<file path="config.mk">
export PLATFORM = sky130hd
export DESIGN_NAME = pipe_stage_chain_flat
export DESIGN_NICKNAME = d
export VERILOG_FILES = /design/src/rtl/pipe_stage_chain_if.sv /design/src/rtl/pipe_stage_chain.sv /design/src/flat_wrapper.sv
export SDC_FILE = /design/constraint.sdc
export NUM_CORES = 1
export LEC_CHECK = 0
export ABC_AREA = 1
export CAP_MARGIN = 20
export CORE_ASPECT_RATIO = 1.5
export CORE_MARGIN = 4
export CORE_UTILIZATION = 35
export DETAILED_ROUTE_END_ITERATION = 10
export DONT_BUFFER_PORTS = 1
export HOLD_SLACK_MARGIN = 0.08
export PLACE_DENSITY = 0.47
export SYNTH_ARGS = -nofsm -noshare
export SYNTH_HDL_FRONTEND = slang
export SYNTH_SLANG_ARGS = --single-unit
</file>
<file path="constraint.sdc">
create_clock -name clk -period 1.61 [get_ports clk]
set_input_delay 0.322 -clock clk [delete_from_list [all_inputs] [get_ports clk]]
set_output_delay 0.322 -clock clk [all_outputs]
set_load 0.005 [all_outputs]
</file>
<file path="src/rtl/pipe_stage_chain_if.sv">
// Bundle of the data/control signals around one pipe_stage_chain instance.
//   master : producer / hazard unit side (drives in_*, stall, flush_mask)
//   slave  : the chain itself (drives out_*, occupancy, busy)
// WIDTH and DEPTH must match the chain instance that uses this bundle.
interface pipe_stage_chain_if #(
  parameter int WIDTH = 32,
  parameter int DEPTH = 1
);
  localparam int OCC_W = ($clog2(DEPTH + 1) < 1) ? 1 : $clog2(DEPTH + 1);

  logic             in_valid;
  logic [WIDTH-1:0] in_data;
  logic             stall;
  logic [DEPTH-1:0] flush_mask;
  logic             out_valid;
  logic [WIDTH-1:0] out_data;
  logic [OCC_W-1:0] occupancy;
  logic             busy;

  modport master (
    output in_valid, in_data, stall, flush_mask,
    input  out_valid, out_data, occupancy, busy
  );

  modport slave (
    input  in_valid, in_data, stall, flush_mask,
    output out_valid, out_data, occupancy, busy
  );
endinterface

</file>
<file path="src/rtl/pipe_stage_chain.sv">
// Chain of DEPTH pipeline registers, WIDTH data bits plus a valid bit each.
// Global stall holds every stage; flush_mask squashes individual stages
// (stage 0 youngest, stage DEPTH-1 oldest). Per-stage priority is
// rst > flush > stall > advance.
// Ports:
//   clk  rising-edge clock
//   rst  asynchronous active-high reset
//   bus  slave side of pipe_stage_chain_if:
//        in_valid/in_data in, stall, flush_mask in,
//        out_valid/out_data from the oldest stage, occupancy (popcount of
//        valids), busy (any stage valid). All outputs come from registers.
module pipe_stage_chain #(
  parameter int               WIDTH               = 32,
  parameter int               DEPTH               = 1,
  parameter logic [WIDTH-1:0] RESET_VAL           = '0,
  parameter bit               CLEAR_DATA_ON_FLUSH = 1'b1
) (
  input  logic               clk,
  input  logic               rst,
  pipe_stage_chain_if.slave  bus
);
  localparam int OCC_W = ($clog2(DEPTH + 1) < 1) ? 1 : $clog2(DEPTH + 1);

  logic [DEPTH-1:0] stage_valid;
  logic [WIDTH-1:0] stage_data [DEPTH];

  for (genvar i = 0; i < DEPTH; i++) begin : g_stage
    logic             v_q, v_d, src_v;
    logic [WIDTH-1:0] d_q, d_d, src_d;

    if (i == 0) begin : g_head
      assign src_v = bus.in_valid;
      assign src_d = bus.in_data;
    end else begin : g_link
      assign src_v = stage_valid[i-1];
      assign src_d = stage_data[i-1];
    end

    // Flush overrides stall; with CLEAR_DATA_ON_FLUSH=0 the data path
    // behaves as if no flush happened and only the valid bit drops.
    always_comb begin
      v_d = bus.stall ? v_q : src_v;
      d_d = bus.stall ? d_q : src_d;
      if (bus.flush_mask[i]) begin
        v_d = 1'b0;
        if (CLEAR_DATA_ON_FLUSH) d_d = RESET_VAL;
      end
    end

    always_ff @(posedge clk or posedge rst) begin
      if (rst) begin
        v_q <= 1'b0;
        d_q <= RESET_VAL;
      end else begin
        v_q <= v_d;
        d_q <= d_d;
      end
    end

    assign stage_valid[i] = v_q;
    assign stage_data[i]  = d_q;
  end

  assign bus.out_valid = stage_valid[DEPTH-1];
  assign bus.out_data  = stage_data[DEPTH-1];
  assign bus.occupancy = OCC_W'($countones(stage_valid));
  assign bus.busy      = |stage_valid;
endmodule

</file>
<file path="src/flat_wrapper.sv">
// flat-port wrapper written by rule: the top's interface ports become plain ports
module pipe_stage_chain_flat 
#(
  parameter int               WIDTH               = 32,
  parameter int               DEPTH               = 1,
  parameter logic [WIDTH-1:0] RESET_VAL           = '0,
  parameter bit               CLEAR_DATA_ON_FLUSH = 1'b1
)
  (clk, rst, bus_in_valid, bus_in_data, bus_stall, bus_flush_mask, bus_out_valid, bus_out_data, bus_occupancy, bus_busy);
  pipe_stage_chain_if #(.WIDTH(WIDTH), .DEPTH(DEPTH)) bus_i ();
  input  logic clk;
  input  logic rst;
  input wire logic [$bits(bus_i.in_valid)-1:0] bus_in_valid;
  input wire logic [$bits(bus_i.in_data)-1:0] bus_in_data;
  input wire logic [$bits(bus_i.stall)-1:0] bus_stall;
  input wire logic [$bits(bus_i.flush_mask)-1:0] bus_flush_mask;
  output wire logic [$bits(bus_i.out_valid)-1:0] bus_out_valid;
  output wire logic [$bits(bus_i.out_data)-1:0] bus_out_data;
  output wire logic [$bits(bus_i.occupancy)-1:0] bus_occupancy;
  output wire logic [$bits(bus_i.busy)-1:0] bus_busy;
  assign bus_i.in_valid = bus_in_valid;
  assign bus_i.in_data = bus_in_data;
  assign bus_i.stall = bus_stall;
  assign bus_i.flush_mask = bus_flush_mask;
  assign bus_out_valid = bus_i.out_valid;
  assign bus_out_data = bus_i.out_data;
  assign bus_occupancy = bus_i.occupancy;
  assign bus_busy = bus_i.busy;
  pipe_stage_chain #(.WIDTH(WIDTH), .DEPTH(DEPTH), .RESET_VAL(RESET_VAL), .CLEAR_DATA_ON_FLUSH(CLEAR_DATA_ON_FLUSH)) u_core (.clk(clk), .rst(rst), .bus(bus_i));
endmodule
</file>
Word-level counts from Yosys, hierarchy flattened:

Index checks and enable logic that the tools add are counted.

* register bits: 33
* output and inout bits: 35
* word-level logic and storage cells: 7

* eq/ne operators: 1
* mux-type cells: 4

Operators with widths (count)
* 2-to-1 mux 32 bit: 2
* 2-to-1 mux 1 bit: 2
* != test 2 x 1 -> 1 bit, second input constant: 1

Logic depth before layout (Yosys ltp):

* depth after elaboration: 2
* depth in mapped cells: 5
* mapped depth without buffers: 3

Least setup slack after synthesis:

No wires, ideal clock.

* path kind: input-to-reg
* start: input port bus_stall
* end: register u_core.g_stage[0].v_q (netlist: u_core.bus.busy)
* stages on the path: 4
* arrival time: 0.773 ns
* slack: 0.720 ns
* path through: buf_4 buf_4 nand3_2 nand2_1

* cells in the longest elaborated chain, start to end: 1

RTL lines
* from (decl): line flat_wrapper.sv:15 `input wire logic [$bits(bus_i.stall)-1:0] bus_stall;`
* != test 2 x 1 -> 1 bit (no source line)
* to (signal assigned): line pipe_stage_chain.sv:55 `v_q <= v_d;`
* to (decl): line pipe_stage_chain.sv:28 `logic v_q, v_d, src_v;`

Every way passes these cells.
A chain may end at the register's enable or synchronous reset.

Final worst setup path:

* start: register u_core.g_stage[0].v_q (netlist: u_core.bus.busy)
* end: output port bus_busy

RTL lines
* to (decl): line flat_wrapper.sv:20 `output wire logic [$bits(bus_i.busy)-1:0] bus_busy;`

No word-level cell between the ends.

==> qor.yml <==
outcome:
  status: "finished clean"
sta:
  drv_slew: 0
  tns_ns: 0
  skew_ns: 0
  max_freq_mhz: 962
  grt_setup_unrepaired: "false"
  period_needed_ns: 1.04
  hold_violations: 0
  final-setup-viol-count: 0
  worst_slew_pin_slew_ns: 0.418
  period_share_pct: 64.5
  relSlewSlack_pct: 72.2
logic_synthesis:
  synth.area.top_cells: "dfrtp_1, nand2_1, nand3_2"
  yosysTopAreaCell: "dfrtp_1"
  yosysSeqAreaShare_pct: 56.3
  synth-edff-count: 0
  yosys.area.top_type_share_pct: 56.3
  synth.most_common_cell: "nand2_1"
  netlist_area_sq_um: 1470
  ys_types: 9
  yosys_register_bits: 33
  avgSynthCellArea_sq_um: 9.98
  synthTopCellsByCount: "nand2_1, dfrtp_1, nand3_2"
  async_reset_ff_share_pct: 100
  syn_nets: 184
  synthFlopType: "dfrtp_1"
  syn_inst: 147
  yosys_warnings: 0
final_layout:
  fin_area_sq_um: 1550
  drive_above_1_share_pct: 21.2
  insertedDiodeCount: 0
  finish.net_count: 183
  final_util_pct: 38.9
  layout-area-overhead-vs-synth_pct: 5.88
worst_setup_path:
  cp.arrival_ns: 0.72
  cp_max_fo: 4
  worstRegToRegCells: 2
  reg2reg_to: "u_core.bus.busy"
  critPathCaptureType: "output pin"
  path_class: "reg -> out"
  cp-start-kind: "register"
  rrSetupSlack_ns: 0.91
  timing.rr.start: "u_core.bus.busy"
  worstPathRequired_ns: 1.29
die:
  die_y_um: 87.3
  num_rows: 28
  ios: 72
  coreArea_sq_um: 3990
  die_area_sq_um: 5310
  die_x_um: 60.9
  initial_utilization_pct: 36.7
cts:
  cts_made_buffers: 5
  cts_buffer_depth: 2
  cts_setup_buffers: 0
  insertion_delay_ns: 0.27
  cts_root_buffer: "clkbuf_8"
  clock-sinks: 33
  cts_tree: "done"
  cts_max_level: 2
  post_cts_resized: 0
  clkSlewWorstSetupHoldPaths_ns: 0.06
placed_design:
  place.gp.congestion: 0.646
  portBuffers: 0
  placed_area_sq_um: 1460
  dp_hpwl_um: 2230
grt:
  antenna_found_initial: 0
  grt_max_degree: 35
  grt_pass1_wl_um: 5090
  grt_remaining_overflow: 0
  grt_pass1_vias: 1081
  grt_usage_pct: 12.8
routing:
  ant_nets: 0
  wl_per_cell_um: 15.9
  drc: 0
  wl_um: 3040
  post_drt_via_cell_ratio: 5.03
  vias: 960
  firstDrtPassIters: 4
  drt_first_iter_violations: 10
pwr:
  vdd.ir_drop.worst_uv: 636
  p_leak_nw: 0.808
  power.density_nw_per_um2: 1050
  power_mw: 1.63
worst_hold_path:
  holdPathStages: 2
  hold_start: "bus_in_data[15]"
  min_path_type: "in -> reg"
  whs_endpoint: "u_core.bus.out_data[15]"
run:
  drv_cap: 0
-- area by class of cell --
class / count / area [sq um]
Fill cell: 428 / 2440
Inverter: 2 / 7.51
Timing Repair Buffer: 4 / 45.0
Multi-Input combinational cell: 100 / 533
Clock buffer: 7 / 86.3
Sequential cell: 33 / 826
Tap cell: 45 / 56.3
-- metrics by stage --
| stage | worst slack (ns) | hold slack (ns) | cells |
|---|---|---|---|
| 2_1_floorplan | 0.569 | 0.432 | 147 |
| 3_3_place_gp | 0.621 | 0.244 | 183 |
| 3_5_place_dp | 0.593 | 0.252 | 183 |
| 4_1_cts | 0.542 | 0.142 | 191 |
| 5_1_grt | 0.515 | 0.143 | 191 |
| 6_report | 0.571 | 0.155 | 191 |
-- routing by layer --
metal | vias to the layer above | wire, um | part of all wire, % | GRT usage, %
li1 | 460 | - | - | -
met4 | 0 | 53 | 1.7 | 5.33
met5 | - | 0 | 0 | 0
met2 | 45 | 1590 | 52 | 21.7
met3 | 5 | 341 | 11 | 5.19
met1 | 450 | 1050 | 35 | 13.6
-- what timing repair did --
action                                  in CTS  in global routing
endpoints found under the hold margin       33                  0
endpoints found under the setup margin       0                  0
hold buffers                                 1                  0
-- registers in the layout, indices dropped and copies added (netlist names) --
signal and flops:
u_core.bus.out_data 32, u_core.bus.busy 1
-- layout by cell type, fill, tap and decap left out, drive strengths merged --
| master | instances |
|---|---|
| nand3 | 33 |
| nand2 | 66 |
| clkbuf | 7 |
| inv | 2 |
| dlygate4sd3 | 1 |
| dfrtp | 33 |
| buf | 3 |
| nor2 | 1 |
-- power by group --
group	switching, mW	internal (mW)
Combinational	0.0659	0.0374
Sequential	0.0445	0.876
Clock	0.269	0.339
Total	0.379	1.25
-- logic make-up after synthesis --
logic type	synth area share [%]
DFF	56.3
buffers and inverters	7.42
and+or+nand+nor	36.3
-- how the worst max path moves through the flow --
stage | startpoint | to | slack (ns) | cells past startpoint
6_report | u_core.bus.busy | bus_busy | 0.57 | 0
5_1_grt | u_core.bus.busy | bus_out_valid | 0.51 | 0
4_1_cts | u_core.bus.busy | bus_busy | 0.54 | 0
3_5_place_dp | bus_flush_mask | u_core.bus.out_data[4] | 0.59 | 4
3_3_place_gp | bus_flush_mask | u_core.bus.out_data[23] | 0.62 | 4
2_1_floorplan | rst | u_core.bus.busy | 0.57 | 1
Power figures use the tool's default switching activity.
